$ cat config.mk
export PLATFORM = sky130hd
export DESIGN_NAME = axi_read_arbiter_flat
export DESIGN_NICKNAME = d
export VERILOG_FILES = /design/src/rtl/axi_read_arbiter_if.sv /design/src/rtl/axi_read_arbiter.sv /design/src/flat_wrapper.sv
export SDC_FILE = /design/constraint.sdc
export NUM_CORES = 1
export LEC_CHECK = 0
export CORE_MARGIN = 5
export CORE_UTILIZATION = 30
export CTS_CLUSTER_DIAMETER = 120
export DETAILED_ROUTE_END_ITERATION = 10
export GPL_TIMING_DRIVEN = 0
export PLACE_DENSITY = 0.78
export SETUP_SLACK_MARGIN = 0.02
export SLEW_MARGIN = 20
export SYNTH_ARGS = -nofsm -noshare
export SYNTH_HDL_FRONTEND = slang
export SYNTH_SLANG_ARGS = --single-unit
$ cat constraint.sdc
create_clock -name clk -period 1.3 [get_ports clk]
set_input_delay 0.26 -clock clk [delete_from_list [all_inputs] [get_ports clk]]
set_output_delay 0.26 -clock clk [all_outputs]
set_load 0.1 [all_outputs]
$ cat src/rtl/axi_read_arbiter_if.sv
// Bundle of client request/return, write-hazard and AXI AR/R signals for axi_read_arbiter.
// "master" is the arbiter's view; "slave" is the view of the caches, write path and AXI port.
interface axi_read_arbiter_if #(
    parameter int ADDR_W = 32,
    parameter int LEN_W  = 4
);
    logic              ic_rd_req;
    logic [ADDR_W-1:0] ic_rd_addr;
    logic [LEN_W-1:0]  ic_rd_len;
    logic              ic_rd_gnt;
    logic              ic_rd_valid;
    logic              ic_rd_last;

    logic              dc_rd_req;
    logic [ADDR_W-1:0] dc_rd_addr;
    logic [LEN_W-1:0]  dc_rd_len;
    logic              dc_rd_gnt;
    logic              dc_rd_valid;
    logic              dc_rd_last;

    logic [31:0]       rd_data;
    logic              wr_busy;

    logic [ADDR_W-1:0] araddr;
    logic [LEN_W-1:0]  arlen;
    logic              arvalid;
    logic              arready;
    logic [3:0]        arid;
    logic [2:0]        arsize;
    logic [1:0]        arburst;
    logic [1:0]        arlock;
    logic [3:0]        arcache;
    logic [2:0]        arprot;

    logic [31:0]       rdata;
    logic              rlast;
    logic              rvalid;
    logic              rready;

    modport master (
        input  ic_rd_req, ic_rd_addr, ic_rd_len,
        output ic_rd_gnt, ic_rd_valid, ic_rd_last,
        input  dc_rd_req, dc_rd_addr, dc_rd_len,
        output dc_rd_gnt, dc_rd_valid, dc_rd_last,
        output rd_data,
        input  wr_busy,
        output araddr, arlen, arvalid, arid, arsize, arburst, arlock, arcache, arprot,
        input  arready,
        input  rdata, rlast, rvalid,
        output rready
    );

    modport slave (
        output ic_rd_req, ic_rd_addr, ic_rd_len,
        input  ic_rd_gnt, ic_rd_valid, ic_rd_last,
        output dc_rd_req, dc_rd_addr, dc_rd_len,
        input  dc_rd_gnt, dc_rd_valid, dc_rd_last,
        input  rd_data,
        output wr_busy,
        input  araddr, arlen, arvalid, arid, arsize, arburst, arlock, arcache, arprot,
        output arready,
        output rdata, rlast, rvalid,
        input  rready
    );
endinterface

$ cat src/rtl/axi_read_arbiter.sv
// Shares one AXI read channel between icache and dcache, one burst outstanding at a time.
// Define ARB_RR_EN for round-robin arbitration; default is fixed dcache-first priority.
module axi_read_arbiter #(
    parameter int LEN_W  = 4,
    parameter int ADDR_W = 32
) (
    input logic               clk,
    input logic               rst,
    axi_read_arbiter_if.master bus
);

    localparam logic [1:0] R_IDLE = 2'd0;
    localparam logic [1:0] R_AR   = 2'd1;
    localparam logic [1:0] R_DATA = 2'd2;

    localparam logic OWN_IC = 1'b0;
    localparam logic OWN_DC = 1'b1;

    logic [1:0]        state;
    logic              owner;
    logic [LEN_W-1:0]  beat_cnt;
    logic              arvalid_q;
    logic [ADDR_W-1:0] araddr_q;
    logic [LEN_W-1:0]  arlen_q;

    logic dc_elig;
    logic ic_elig;
    logic pick;
    logic ar_done;
    logic r_beat;

    // A dcache read must not overtake a write still in flight on AW/W/B.
    assign dc_elig = bus.dc_rd_req && !bus.wr_busy;
    assign ic_elig = bus.ic_rd_req;
    assign ar_done = (state == R_AR) && bus.arready;
    assign r_beat  = (state == R_DATA) && bus.rvalid;

`ifdef ARB_RR_EN
    logic rr_ptr;

    // rr_ptr remembers the last granted client; a tie goes to the other one.
    always_comb begin
        pick = OWN_IC;
        if (dc_elig && ic_elig) begin
            pick = ~rr_ptr;
        end else if (dc_elig) begin
            pick = OWN_DC;
        end
    end

    always_ff @(posedge clk) begin
        if (rst) begin
            rr_ptr <= OWN_IC;
        end else if (ar_done) begin
            rr_ptr <= owner;
        end
    end
`else
    always_comb begin
        pick = OWN_IC;
        if (dc_elig) begin
            pick = OWN_DC;
        end
    end
`endif

    always_ff @(posedge clk) begin
        if (rst) begin
            state     <= R_IDLE;
            owner     <= OWN_IC;
            beat_cnt  <= '0;
            arvalid_q <= 1'b0;
            araddr_q  <= '0;
            arlen_q   <= '0;
        end else begin
            case (state)
                R_IDLE: begin
                    if (dc_elig || ic_elig) begin
                        owner     <= pick;
                        araddr_q  <= (pick == OWN_DC) ? bus.dc_rd_addr : bus.ic_rd_addr;
                        arlen_q   <= (pick == OWN_DC) ? bus.dc_rd_len  : bus.ic_rd_len;
                        arvalid_q <= 1'b1;
                        state     <= R_AR;
                    end
                end
                R_AR: begin
                    if (bus.arready) begin
                        arvalid_q <= 1'b0;
                        beat_cnt  <= '0;
                        state     <= R_DATA;
                    end
                end
                R_DATA: begin
                    // rlast ends the burst; the counter only tracks progress.
                    if (bus.rvalid) begin
                        beat_cnt <= beat_cnt + LEN_W'(1);
                        if (bus.rlast) begin
                            state <= R_IDLE;
                        end
                    end
                end
                default: begin
                    state <= R_IDLE;
                end
            endcase
        end
    end

    assign bus.araddr  = araddr_q;
    assign bus.arlen   = arlen_q;
    assign bus.arvalid = arvalid_q;
    assign bus.arid    = 4'd0;
    assign bus.arsize  = 3'd2;
    assign bus.arburst = 2'b01;
    assign bus.arlock  = 2'd0;
    assign bus.arcache = 4'd0;
    assign bus.arprot  = 3'd0;

    assign bus.rready  = (state == R_DATA);
    assign bus.rd_data = (state == R_DATA) ? bus.rdata : 32'd0;

    assign bus.ic_rd_gnt   = ar_done && (owner == OWN_IC);
    assign bus.dc_rd_gnt   = ar_done && (owner == OWN_DC);
    assign bus.ic_rd_valid = r_beat && (owner == OWN_IC);
    assign bus.dc_rd_valid = r_beat && (owner == OWN_DC);
    assign bus.ic_rd_last  = r_beat && (owner == OWN_IC) && bus.rlast;
    assign bus.dc_rd_last  = r_beat && (owner == OWN_DC) && bus.rlast;

endmodule
$ cat src/flat_wrapper.sv
// flat-port wrapper written by rule: the top's interface ports become plain ports
module axi_read_arbiter_flat 
#(
    parameter int LEN_W  = 4,
    parameter int ADDR_W = 32
)
  (clk, rst, bus_ic_rd_req, bus_ic_rd_addr, bus_ic_rd_len, bus_ic_rd_gnt, bus_ic_rd_valid, bus_ic_rd_last, bus_dc_rd_req, bus_dc_rd_addr, bus_dc_rd_len, bus_dc_rd_gnt, bus_dc_rd_valid, bus_dc_rd_last, bus_rd_data, bus_wr_busy, bus_araddr, bus_arlen, bus_arvalid, bus_arid, bus_arsize, bus_arburst, bus_arlock, bus_arcache, bus_arprot, bus_arready, bus_rdata, bus_rlast, bus_rvalid, bus_rready);
  axi_read_arbiter_if #(.ADDR_W(ADDR_W), .LEN_W(LEN_W)) bus_i ();
  input logic clk;
  input logic rst;
  input wire logic [$bits(bus_i.ic_rd_req)-1:0] bus_ic_rd_req;
  input wire logic [$bits(bus_i.ic_rd_addr)-1:0] bus_ic_rd_addr;
  input wire logic [$bits(bus_i.ic_rd_len)-1:0] bus_ic_rd_len;
  output wire logic [$bits(bus_i.ic_rd_gnt)-1:0] bus_ic_rd_gnt;
  output wire logic [$bits(bus_i.ic_rd_valid)-1:0] bus_ic_rd_valid;
  output wire logic [$bits(bus_i.ic_rd_last)-1:0] bus_ic_rd_last;
  input wire logic [$bits(bus_i.dc_rd_req)-1:0] bus_dc_rd_req;
  input wire logic [$bits(bus_i.dc_rd_addr)-1:0] bus_dc_rd_addr;
  input wire logic [$bits(bus_i.dc_rd_len)-1:0] bus_dc_rd_len;
  output wire logic [$bits(bus_i.dc_rd_gnt)-1:0] bus_dc_rd_gnt;
  output wire logic [$bits(bus_i.dc_rd_valid)-1:0] bus_dc_rd_valid;
  output wire logic [$bits(bus_i.dc_rd_last)-1:0] bus_dc_rd_last;
  output wire logic [$bits(bus_i.rd_data)-1:0] bus_rd_data;
  input wire logic [$bits(bus_i.wr_busy)-1:0] bus_wr_busy;
  output wire logic [$bits(bus_i.araddr)-1:0] bus_araddr;
  output wire logic [$bits(bus_i.arlen)-1:0] bus_arlen;
  output wire logic [$bits(bus_i.arvalid)-1:0] bus_arvalid;
  output wire logic [$bits(bus_i.arid)-1:0] bus_arid;
  output wire logic [$bits(bus_i.arsize)-1:0] bus_arsize;
  output wire logic [$bits(bus_i.arburst)-1:0] bus_arburst;
  output wire logic [$bits(bus_i.arlock)-1:0] bus_arlock;
  output wire logic [$bits(bus_i.arcache)-1:0] bus_arcache;
  output wire logic [$bits(bus_i.arprot)-1:0] bus_arprot;
  input wire logic [$bits(bus_i.arready)-1:0] bus_arready;
  input wire logic [$bits(bus_i.rdata)-1:0] bus_rdata;
  input wire logic [$bits(bus_i.rlast)-1:0] bus_rlast;
  input wire logic [$bits(bus_i.rvalid)-1:0] bus_rvalid;
  output wire logic [$bits(bus_i.rready)-1:0] bus_rready;
  assign bus_i.ic_rd_req = bus_ic_rd_req;
  assign bus_i.ic_rd_addr = bus_ic_rd_addr;
  assign bus_i.ic_rd_len = bus_ic_rd_len;
  assign bus_ic_rd_gnt = bus_i.ic_rd_gnt;
  assign bus_ic_rd_valid = bus_i.ic_rd_valid;
  assign bus_ic_rd_last = bus_i.ic_rd_last;
  assign bus_i.dc_rd_req = bus_dc_rd_req;
  assign bus_i.dc_rd_addr = bus_dc_rd_addr;
  assign bus_i.dc_rd_len = bus_dc_rd_len;
  assign bus_dc_rd_gnt = bus_i.dc_rd_gnt;
  assign bus_dc_rd_valid = bus_i.dc_rd_valid;
  assign bus_dc_rd_last = bus_i.dc_rd_last;
  assign bus_rd_data = bus_i.rd_data;
  assign bus_i.wr_busy = bus_wr_busy;
  assign bus_araddr = bus_i.araddr;
  assign bus_arlen = bus_i.arlen;
  assign bus_arvalid = bus_i.arvalid;
  assign bus_arid = bus_i.arid;
  assign bus_arsize = bus_i.arsize;
  assign bus_arburst = bus_i.arburst;
  assign bus_arlock = bus_i.arlock;
  assign bus_arcache = bus_i.arcache;
  assign bus_arprot = bus_i.arprot;
  assign bus_i.arready = bus_arready;
  assign bus_i.rdata = bus_rdata;
  assign bus_i.rlast = bus_rlast;
  assign bus_i.rvalid = bus_rvalid;
  assign bus_rready = bus_i.rready;
  axi_read_arbiter #(.LEN_W(LEN_W), .ADDR_W(ADDR_W)) u_core (.clk(clk), .rst(rst), .bus(bus_i));
endmodule
### Word level (Yosys, flattened, before mapping)

Index checks and enable logic that the tools add are counted.

* logic and storage cells: 40
* bits in registers: 40

* bitwise logic cells: 1
* equal/unequal tests: 6
* muxes and demuxes: 12
* reduce and logical (&&, ||, !) cells: 16

Operators by type and width (number)
* $mux 32: 2
* $logic_and 1x1->1: 9
* $mux 2: 4
* $ne 2x2->1 const B: 3
* $pmux 2 s3: 1
* $mux 4: 1
* $reduce_and 4->1: 1
* $mux 1: 3
* $reduce_and 3->1: 1
* $eq 2x1->1 const B: 1
* $eq 2x2->1 const B: 1
* $logic_not 2->1: 1
* $ne 2x1->1 const B: 1
* $pmux 1 s2: 1
* $reduce_and 2->1: 1
* $reduce_bool 2->1: 1
* $logic_not 1->1: 1
* $logic_or 1x1->1: 1
* $not 1->1: 1

### Depth between registers and ports, before layout

* word-level depth: 5
* depth in mapped cells: 5

### Worst setup path before layout

Ideal clock, no wire load.

* path kind: flip-flop to output port
* from: reg u_core.state[1]
* to: out bus_ic_rd_last
* buffers on the path: 1
* path slack: -1.947 ns
* data arrival time: 2.987 ns
* cell stages (with the launch flop): 5
* required time: 1.040 ns
* cell sequence: dfxtp_1 > nor2b_1 > clkbuf_1 > nand2_1 > nor3b_1

* word-level cells in the longest chain between the ends: 4

RTL lines
* start, declared: RTL line axi_read_arbiter.sv:19 `logic [1:0] state;`
* start signal, assigned: RTL line axi_read_arbiter.sv:69 `state <= R_IDLE;`
* start signal, assigned: RTL line axi_read_arbiter.sv:83 `state <= R_AR;`
* start signal, assigned: RTL line axi_read_arbiter.sv:90 `state <= R_DATA;`
* $eq 2x2->1: RTL line axi_read_arbiter.sv:36 `assign r_beat = (state == R_DATA) && bus.rvalid;`
* $logic_and 1x1->1: RTL line axi_read_arbiter.sv:36
* $logic_and 1x1->1 (2 in a row): RTL line axi_read_arbiter.sv:126 `assign bus.ic_rd_last = r_beat && (owner == OWN_IC) && bus.rlast;`
* end, declared: RTL line flat_wrapper.sv:16 `output wire logic [$bits(bus_i.ic_rd_last)-1:0] bus_ic_rd_last;`

No other way between the ends.

### Final worst setup path

* from: reg u_core.state[1]
* to: out bus_dc_rd_last

* word-level cells in the longest chain between the ends: 4

RTL lines
* $eq 2x2->1: RTL line axi_read_arbiter.sv:36
* $logic_and 1x1->1: RTL line axi_read_arbiter.sv:36
* $logic_and 1x1->1 (2 in a row): RTL line axi_read_arbiter.sv:127 `assign bus.dc_rd_last = r_beat && (owner == OWN_DC) && bus.rlast;`
* end, declared: RTL line flat_wrapper.sv:22 `output wire logic [$bits(bus_i.dc_rd_last)-1:0] bus_dc_rd_last;`

No other way between the ends.

==> flow_summary.toml <==
[outcome]
outcome = "finished, violations left"
violations = "negative setup slack"

[setup_path]
critPathLaunchType = "flop"
cp-end-kind = "output port"
cp.arrival_ns = 1.55
crit_fanout = 5
crit_start = "u_core.state[1]"
critPathKind = "flop to output port"
r2r_start = "u_core.state[0]"
cp.required_ns = 1.04

[grt]
grt_overflow = 0
grt_pass1_vias = 3522
antenna_found_initial = 2
grt_max_degree = 14
grt.total_usage = 0.223
grt_pass1_wl_um = 18200

[logic_synthesis]
post_synth.cell_area_avg_sq_um = 6.99
synth-seq-cells = 40
synthCells = 366
yosys_warnings = 0
synth-main-ff-cell = "dfxtp_1"
synth_top_area_frac = 0.313
synthDistinctLibCells = 23
yosysSeqAreaShare = 0.313
synth_area_leaders = "dfxtp_1, a221o_1, nand2_1, a31oi_1, and2_1"
synth_edf_count = 0
synthMostInstantiatedCell = "nand2_1"
syn_area_sq_um = 2560
yosys-top-cells-count = "nand2_1, dfxtp_1, nor2_1"
synth_top_area_cell = "dfxtp_1"
async_flop_share = 0

[drt]
drt-pass1-iter-count = 4
routedWlPerCell_um = 18.5
wirelength_um = 13100
drtIter0Drc = 109
viasPerCell = 4.91
drc = 0
vias = 3459
antenna_left = 0

[power_and_ir_drop]
leakagePower_nw = 2.49
power_w = 0.00581
vdd_ir_drop_max_v = 0.000499
p_sw_w = 0.00279
p_per_area_nw_per_um2 = 992
switching_share = 0.481
clock_power_share = 0.148
intPower_w = 0.00302
pwr-share-comb = 0.592
seq_power_share = 0.260

[min_path]
min_path_type = "input port to flop"
worstHoldStart = "bus_arready"

[die]
fp.dieW_um = 102
die-area_sq_um = 10500
io_pins = 206
core_sq_um = 8260
start_util = 0.310
num_rows = 33
die_y_um = 102

[timing]
period_share = 1.39
maxSlewHeadroom = 0.648
period_needed_ns = 1.81
skew_ns = 0.0156
whs_ns = 0.304
final-setup-viol-count = 76
fmax_ghz = 0.552
setup_ws_ns = -0.512
tightest_slew_ns = 0.527
hold_viol = 0
rsz0062_at_grt = "true"
finalMaxSlewViolations = 0

[clock_tree]
insertion_delay_ns = 0.30
root_buffer = "clkbuf_8"
clk_pin_slew_ns = 0.10
ctsHoldBuffers = 0
cts_tree = "done"
htree_num_levels = 2
cts_buffers = 5
cts.sinks = 40
ctsLongestPathBuffers = 2

[cells_and_area]
syn2layout_area_growth_pct = 129
drive_gt1_frac = 0.406
nets = 709

[place]
hpwl_um = 8690
port_buffers = 185
gp_congestion = 0.763

[run]
cap_violations = 0
-- area by class of cell --
type                            instances  area [sq um]
Clock inverter                          3          18.8
Inverter                               38           143
Timing Repair Buffer                  208          2460
Fill cell                             617          2400
Tap cell                              105           131
Buffer                                 49           430
Sequential cell                        40           852
Clock buffer                            5          68.8
Multi-Input combinational cell        255          1740
Antenna cell                            2          5.00
-- per-layer routing --
layer / GRT usage / routed length [um]
met1: 0.236 / 4810
met2: 0.424 / 6680
met3: 0.0689 / 1160
met4: 0.0575 / 405
met5: 0 / 0
-- power by group through the flow --
stage	registers [W]	clock network (W)	logic, W
floorplan	0.00248	0	0.00112
global placement	0.00152	0	0.00287
detailed placement	0.00153	0	0.00289
CTS	0.00150	0.000881	0.00328
global route	0.00153	0.000935	0.00357
finish	0.00151	0.000857	0.00344
-- worst max-delay path, stage by stage, from the launching register on --
cell and delay (ns):
dfxtp_2 0.36, nor2b_4 0.20, buf_8 0.15, and3_4 0.20, and2_4 0.17, buf_12 0.17
-- cells in the final DEF, fill, tap and decap left out, drive strengths merged, types with 2 or more instances in the layout --
master and n:
and2 33, nor2 40, nand2 77, a21oi 4
a31oi 36, inv 38, clkinv 3, clkdlybuf4s50 108
buf 125, conb 18, diode 2, a221o 36
nor2b 2, clkbuf 28, o21ai 2, dfxtp 40
-- timing repair --
action                                  CTS  global route
endpoints found under the setup margin  114            77
setup buffers                            14             2
pin swaps                                20             6
gates resized for setup                 627            28
cloned                                    6             2
-- sequential cells by signal (all words and copies together) (netlist names) --
register,count
u_core.bus.araddr,32
u_core.bus.arlen,4
u_core.owner,1
u_core.bus.arvalid,1
u_core.state,2
-- per-stage QoR --
stage / cells / area, sq um / setup TNS [ns] / utilization / setup WS (ns)
global route: 705 / 5860 / -33.72 / 0.709 / -0.565
detailed placement: 672 / 4790 / -85.19 / 0.581 / -1.35
floorplan: 382 / 2810 / -9.61 / - / -0.459
global placement: 672 / 4790 / -84.52 / 0.581 / -1.31
finish: 705 / 5860 / -29.54 / 0.709 / -0.512
CTS: 700 / 5630 / -26.29 / 0.681 / -0.420
-- worst paths after layout --
kind	end	slack [ns]	cells past startpoint
setup / recovery	bus_dc_rd_last	-0.51	5
hold / removal	u_core.state[0]	0.30	2
setup reg to reg	u_core.bus.araddr[16]	-0.39	7
hold reg to reg	u_core.bus.arvalid	0.48	2
-- logic make-up (layout without fill, tap and decap cells) --
family | Yosys count | count (layout) | share of synthesized area
AO/OA/AOI/OAI | 79 | 79 | 0.245
buffers and inverters | 87 | 303 | 0.167
flip-flops | 40 | 40 | 0.313
other | 2 | 20 | 0.00293
AND/OR/NAND/NOR | 158 | 158 | 0.272
Power figures use the tool's default switching activity.
